--- config.mk ---
export PLATFORM = sky130hd
export DESIGN_NAME = ifu
export DESIGN_NICKNAME = d
export VERILOG_FILES = /design/src/rtl/ifu_pkg.sv /design/src/rtl/ifu_buf.sv /design/src/rtl/ifu.sv
export SDC_FILE = /design/constraint.sdc
export NUM_CORES = 1
export LEC_CHECK = 0
export CAP_MARGIN = 20
export CORE_ASPECT_RATIO = 0.5
export CORE_MARGIN = 3
export CORE_UTILIZATION = 30
export DETAILED_ROUTE_END_ITERATION = 6
export REMOVE_ABC_BUFFERS = 1
export SYNTH_ARGS = -nofsm -noshare
export SYNTH_HDL_FRONTEND = slang
export SYNTH_SLANG_ARGS = --single-unit
--- constraint.sdc ---
create_clock -name clk -period 4 [get_ports clk]
set_input_delay 0.4 -clock clk [delete_from_list [all_inputs] [get_ports clk]]
set_output_delay 0.4 -clock clk [all_outputs]
set_load 0.05 [all_outputs]
--- src/rtl/ifu_pkg.sv ---
// Shared fetch-path definitions: word width, reset vector, NOP encoding and buffer payload.
// Imported by ifu, ifu_buf and the downstream id/ctrl blocks.
package ifu_pkg;

  localparam int XLEN = 32;

  typedef logic [XLEN-1:0] xaddr_t;

  localparam xaddr_t          RESET_PC_DEFAULT = 32'h8000_0000;
  localparam logic [XLEN-1:0] INST_NOP         = 32'h0000_0013;

  typedef struct packed {
    xaddr_t          addr;
    logic [XLEN-1:0] data;
  } fetch_entry_t;

  function automatic xaddr_t align_word(input xaddr_t a);
    return {a[XLEN-1:2], 2'b00};
  endfunction

endpackage

--- src/rtl/ifu_buf.sv ---
// In-order fetch buffer: entries are allocated at grant, filled by responses in request order,
// and popped from the head once filled. Flush discards every entry in one cycle.
module ifu_buf
  import ifu_pkg::*;
#(
  parameter  int DEPTH = 2,
  localparam int PTR_W = $clog2(DEPTH),
  localparam int CNT_W = $clog2(DEPTH + 1)
) (
  input  logic            clk,
  input  logic            rst_n,
  input  logic            alloc_i,
  input  xaddr_t          alloc_addr_i,
  input  logic            fill_i,
  input  logic [XLEN-1:0] fill_data_i,
  input  logic            pop_i,
  input  logic            flush_i,
  output logic            head_valid_o,
  output xaddr_t          head_addr_o,
  output logic [XLEN-1:0] head_data_o,
  output logic [CNT_W-1:0] count_o,
  output logic [CNT_W-1:0] unfilled_o
);

  fetch_entry_t     mem_q [DEPTH];
  logic [DEPTH-1:0] filled_q, filled_d;
  logic [PTR_W-1:0] head_q, head_d, tail_q, tail_d, fill_idx;
  logic [CNT_W-1:0] count_q, count_d, unfilled_q, unfilled_d;
  logic             fill_ok;

  // NOTE: every signal written here gets a default first, so no path leaves it unassigned (no latch).
  always_comb begin
    head_d     = head_q;
    tail_d     = tail_q;
    count_d    = count_q;
    unfilled_d = unfilled_q;
    filled_d   = filled_q;
    // A response with nothing awaiting data is a protocol error and is ignored.
    fill_ok    = fill_i && (unfilled_q != '0);
    // Fills arrive in order, so filled entries form a prefix starting at the head.
    fill_idx   = head_q + PTR_W'(count_q - unfilled_q);

    if (flush_i) begin
      head_d     = '0;
      tail_d     = '0;
      count_d    = '0;
      unfilled_d = '0;
      filled_d   = '0;
    end else begin
      if (alloc_i) begin
        filled_d[tail_q] = 1'b0;
        tail_d           = tail_q + 1'b1;
      end
      if (fill_ok) filled_d[fill_idx] = 1'b1;
      if (pop_i) begin
        filled_d[head_q] = 1'b0;
        head_d           = head_q + 1'b1;
      end
      count_d    = count_q + CNT_W'(alloc_i) - CNT_W'(pop_i);
      unfilled_d = unfilled_q + CNT_W'(alloc_i) - CNT_W'(fill_ok);
    end
  end

  // NOTE: sequential state is updated only with non-blocking assignments.
  always_ff @(posedge clk or negedge rst_n) begin
    if (!rst_n) begin
      head_q     <= '0;
      tail_q     <= '0;
      count_q    <= '0;
      unfilled_q <= '0;
      filled_q   <= '0;
    end else begin
      head_q     <= head_d;
      tail_q     <= tail_d;
      count_q    <= count_d;
      unfilled_q <= unfilled_d;
      filled_q   <= filled_d;
    end
  end

  // NOTE: payload storage is not reset; count_q and filled_q alone decide what is valid.
  always_ff @(posedge clk) begin
    if (alloc_i) mem_q[tail_q].addr <= alloc_addr_i;
    if (fill_ok) mem_q[fill_idx].data <= fill_data_i;
  end

  always_comb begin
    head_valid_o = (count_q != '0) && filled_q[head_q];
    head_addr_o  = mem_q[head_q].addr;
    head_data_o  = mem_q[head_q].data;
    count_o      = count_q;
    unfilled_o   = unfilled_q;
  end

endmodule

--- src/rtl/ifu.sv ---
// Instruction fetch unit: PC, request throttling and stale-response dropping around ifu_buf.
// Delivers one instruction per cycle to decode when memory answers in a single cycle.
module ifu
  import ifu_pkg::*;
#(
  parameter xaddr_t RESET_PC  = RESET_PC_DEFAULT,
  parameter int     BUF_DEPTH = 2
) (
  input  logic            clk,
  input  logic            rst_n,
  output logic            imem_req_o,
  output logic [XLEN-1:0] imem_addr_o,
  input  logic            imem_gnt_i,
  input  logic            imem_rvalid_i,
  input  logic [XLEN-1:0] imem_rdata_i,
  input  logic            jump_en_i,
  input  logic [XLEN-1:0] jump_addr_i,
  input  logic            hold_i,
  output logic [XLEN-1:0] inst_o,
  output logic [XLEN-1:0] inst_addr_o,
  output logic            inst_valid_o
);

  localparam int CNT_W = $clog2(BUF_DEPTH + 1);

  xaddr_t           pc_q, pc_d;
  logic [CNT_W-1:0] drop_q, drop_d;
  logic             run_q;
  logic [CNT_W-1:0] buf_count, buf_unfilled;
  logic             head_valid;
  xaddr_t           head_addr;
  logic [XLEN-1:0]  head_data;
  logic             grant, pop, fill;
  logic [CNT_W:0]   occupancy, outstanding;

  ifu_buf #(.DEPTH(BUF_DEPTH)) u_buf (
    .clk          (clk),
    .rst_n        (rst_n),
    .alloc_i      (grant),
    .alloc_addr_i (pc_q),
    .fill_i       (fill),
    .fill_data_i  (imem_rdata_i),
    .pop_i        (pop),
    .flush_i      (jump_en_i),
    .head_valid_o (head_valid),
    .head_addr_o  (head_addr),
    .head_data_o  (head_data),
    .count_o      (buf_count),
    .unfilled_o   (buf_unfilled)
  );

  always_comb begin
    pop         = head_valid && !hold_i && !jump_en_i;
    // The head leaving this cycle frees its slot, which keeps a full buffer streaming.
    occupancy   = {1'b0, buf_count} + {1'b0, drop_q} - (CNT_W+1)'(pop);
    imem_req_o  = run_q && !jump_en_i && (occupancy < (CNT_W+1)'(BUF_DEPTH));
    imem_addr_o = pc_q;
    grant       = imem_req_o && imem_gnt_i;
    fill        = imem_rvalid_i && (drop_q == '0) && !jump_en_i;
    outstanding = {1'b0, drop_q} + {1'b0, buf_unfilled};

    pc_d   = pc_q;
    drop_d = drop_q;
    if (jump_en_i) begin
      pc_d   = align_word(jump_addr_i);
      // Every unanswered request turns into a drop; a response landing now retires the oldest.
      drop_d = CNT_W'(outstanding - (CNT_W+1)'(imem_rvalid_i && (outstanding != '0)));
    end else begin
      if (grant) pc_d = pc_q + 32'd4;
      if (imem_rvalid_i && (drop_q != '0)) drop_d = drop_q - 1'b1;
    end
  end

  // run_q keeps requests off while reset is asserted and opens them on the first edge after release.
  always_ff @(posedge clk or negedge rst_n) begin
    if (!rst_n) begin
      pc_q   <= RESET_PC;
      drop_q <= '0;
      run_q  <= 1'b0;
    end else begin
      pc_q   <= pc_d;
      drop_q <= drop_d;
      run_q  <= 1'b1;
    end
  end

  always_comb begin
    inst_valid_o = head_valid;
    inst_o       = head_valid ? head_data : INST_NOP;
    inst_addr_o  = head_valid ? head_addr : pc_q;
  end

endmodule

==> impl_metrics.py <==
metrics = {
    "place": {
        "port_buffers": 161,
        "gp_congestion": 0.766,
        "hpwl_um": 12400,
        "post_dp_cell_area_um2": 9390,
        "placed_cells": 1054,
    },
    "cts": {
        "htreeDepth": 4,
        "cts_tree": "yes",
        "worstSkewPairLatency_ns": 0.42,
        "clock_path_buffers": 2,
        "holdBufCountCts": 0,
        "cts_buffers": 17,
        "cts_resized": 0,
        "post_cts.repair.setup_buffers": 0,
        "clk_pin_slew_worst_paths_ns": 0.06,
        "cts_sinks": 165,
        "cts_root_buf": "clkbuf_16",
    },
    "drt": {
        "routed_via_density": 4.76,
        "vias": 5180,
        "wl_per_cell_um": 17.0,
        "dr.pass1.iters": 5,
        "wirelength_um": 18500,
        "drc_errors": 0,
        "drt_iter0_markers": 306,
        "drtAntennaViolNets": 0,
    },
    "timing": {
        "slew_headroom": 0.359,
        "whs_ns": 0.442,
        "finClkSkew_ns": 0.00604,
        "fmax_mhz": 288,
        "setup_viol": 0,
        "fin_tns_setup_ns": 0,
        "min_period_ns": 3.47,
        "finalMaxSlewViolations": 0,
        "worstMarginPinSlew_ns": 0.961,
        "grt_setup_unrepaired": "no",
        "fin_crit_sh": 0.868,
        "finalHoldViolCount": 0,
    },
    "layout": {
        "n_antenna_cell": 0,
        "nets": 828,
        "instances_no_fill": 1088,
        "area_delta_synth_final_pct": 35.6,
        "final_layout_size_suffix_gt1_frac": 0.0724,
        "final_area_um2": 9990,
    },
    "floorplanning": {
        "die_h_um": 117,
        "initial_core_util": 0.314,
        "die_w_um": 228,
        "placeableCoreArea_um2": 23500,
        "io-pin-count": 168,
        "rows": 39,
        "die_area_um2": 26600,
    },
    "synth": {
        "synth_ff_type": "edfxtp_1",
        "synth-seq-area-share": 0.645,
        "synth_edf_count": 124,
        "ys_ff_latch": 165,
        "yosys_warnings": 0,
        "netlist_area_um2": 7370,
        "synth_cells": 586,
        "synthArstFlopShare": 0.248,
        "yosysUniqueCellTypes": 53,
        "syn_avg_cell_area_um2": 12.6,
    },
    "min_path": {
        "hold_class": "primary input to async pin",
    },
    "run": {
        "cap_violations": 0,
    },
    "pwr": {
        "p_per_area_nw_per_um2": 456,
        "leakagePower_nw": 3.46,
        "peakVddDrop_v": 0.000305,
    },
    "global_routing": {
        "track_usage": 0.141,
        "grt_pass1_vias": 5151,
        "grt_max_degree": 93,
        "grt_remaining_overflow": 0,
        "antenna_found_initial": 0,
        "grt_pass1_wl_um": 28900,
    },
    "setup_path": {
        "cp-start-kind": "flip-flop",
        "path_class": "flip-flop to flip-flop",
        "endpoint_kind": "flip-flop",
        "worstPathMaxFanout": 14,
        "required_ns": 4.31,
        "critPathArrivalTime_ns": 3.78,
    },
    "outcome": {
        "status": "finished, final reports clean",
    },
}
-- Yosys cell counts, types with 2 or more instances --
master	instances	area, µm²
or4_1	5	37.5
nand2_1	77	289
fa_1	2	40.0
nand3_1	23	115
nor2_1	46	173
xnor2_1	8	70.1
nor2b_1	3	18.8
buf_1	8	30.0
a211o_1	2	17.5
a41oi_1	2	17.5
inv_1	14	52.6
ha_1	9	113
and4_1	2	17.5
o311ai_0	12	105
and2_1	2	12.5
nor4_1	4	25.0
buf_4	4	30.0
mux2i_1	64	641
o21ai_0	45	225
o311ai_1	3	26.3
buf_2	5	25.0
edfxtp_1	124	3720
nand4_1	9	56.3
a21oi_1	5	25.0
or3_1	2	12.5
clkbuf_1	20	75.1
dfrtp_1	40	1000
a211oi_1	2	15.0
o211ai_1	11	82.6
xor2_1	3	26.3
a31oi_1	4	25.0
conb_1	2	7.51
nand2b_1	2	12.5
nor3_1	3	15.0
-- registers in the layout, summed over array words and instances (netlist names) --
register          count
run_q                 1
u_buf.head_q          1
u_buf.filled_q        2
u_buf.count_o         2
u_buf.unfilled_o      2
drop_q                2
imem_addr_o          30
u_buf.mem_q         124
u_buf.tail_q          1
-- metrics by stage --
| stage | worst slack, ns | total power [mW] | util |
|---|---|---|---|
| 3_5_place_dp | 0.301 | 3.00 | 0.400 |
| 5_1_grt | 0.126 | 4.77 | 0.426 |
| 2_1_floorplan | -4.85 | 2.62 | - |
| 6_report | 0.529 | 4.56 | 0.426 |
| 4_1_cts | 0.483 | 4.62 | 0.424 |
| 3_3_place_gp | 0.383 | 2.98 | 0.400 |
-- critical path, cell delays in order, from the launching register on --
cell and delay (ns):
dfrtp_4 0.50, nand2b_1 0.13, o221ai_4 0.11, nor3_1 0.17, ha_1 0.26, inv_1 0.08
nand2_1 0.07, fa_1 0.50, and4b_1 0.18, nand2_1 0.08, inv_1 0.28, nand4_2 0.34
o311a_1 0.39, a211o_1 0.26
-- cells in the final DEF, fill, tap and decap left out, types with 3 or more instances in the layout --
master,count
clkdlybuf4s50_1,159
edfxtp_1,124
nand2_1,77
mux2i_1,64
o21ai_0,45
nor2_1,45
dfrtp_1,39
nand3_1,23
clkbuf_16,17
inv_1,14
o311ai_0,12
buf_4,12
o211ai_1,11
nand4_1,9
ha_1,9
xnor2_1,8
a21oi_1,5
or4_1,5
conb_1,5
nor4_1,4
a31oi_1,4
xor2_1,3
clkinv_1,3
nor3_1,3
o311ai_1,3
clkinv_4,3
buf_12,3
-- worst paths after layout --
kind                                      start              end  slack, ns  cells past startpoint
worst min register to register  imem_addr_o[31]  imem_addr_o[31]       0.54                      2
worst max-delay path               u_buf.head_q  imem_addr_o[24]       0.53                     13
min in group clk                imem_addr_o[31]  imem_addr_o[31]       0.54                      2
worst min-delay path                      rst_n   imem_addr_o[9]       0.44                      2
max in group asynchronous                 rst_n  imem_addr_o[31]       3.00                      3
worst max register to register     u_buf.head_q  imem_addr_o[24]       0.53                     13
-- routing by layer --
| layer | share of wire | wire [µm] | up-vias | global-route usage |
|---|---|---|---|---|
| met5 | 0 | 0 | - | 0 |
| li1 | - | - | 2498 | - |
| met1 | 0.44 | 8130 | 2576 | 0.183 |
| met2 | 0.51 | 9430 | 91 | 0.241 |
| met3 | 0.037 | 690 | 15 | 0.0302 |
| met4 | 0.013 | 249 | 0 | 0.0392 |
-- area by class of cell --
| cell class | instances | area [µm²] |
|---|---|---|
| clock inverters | 12 | 129 |
| clock buffers | 20 | 447 |
| flip-flops and latches | 165 | 4750 |
| inverters | 15 | 56.3 |
| fillers | 2166 | 13500 |
| repair buffers | 176 | 1760 |
| multi-input cells | 372 | 2440 |
| well taps | 328 | 410 |
-- logic make-up (layout without fill, tap and decap cells) --
family | after synthesis | after routing | share of synthesized area
XOR/XNOR | 11 | 11 | 0.0131
other | 2 | 5 | 0.00102
buffers and inverters | 52 | 223 | 0.0294
AND/OR/NAND/NOR | 185 | 185 | 0.118
AO/OA/AOI/OAI | 96 | 96 | 0.0854
multiplexers | 64 | 64 | 0.0870
flip-flops | 165 | 165 | 0.645
adder cells (fa/ha/maj) | 11 | 11 | 0.0207
-- where the power goes --
group / leakage (nW) / switching (mW) / internal [mW] / total, mW
registers: 1.63 / 0.119 / 1.95 / 2.07
clock network: 0.280 / 0.662 / 0.936 / 1.60
logic: 1.55 / 0.557 / 0.332 / 0.888
Note: power is estimated with default switching activity, not from simulation.
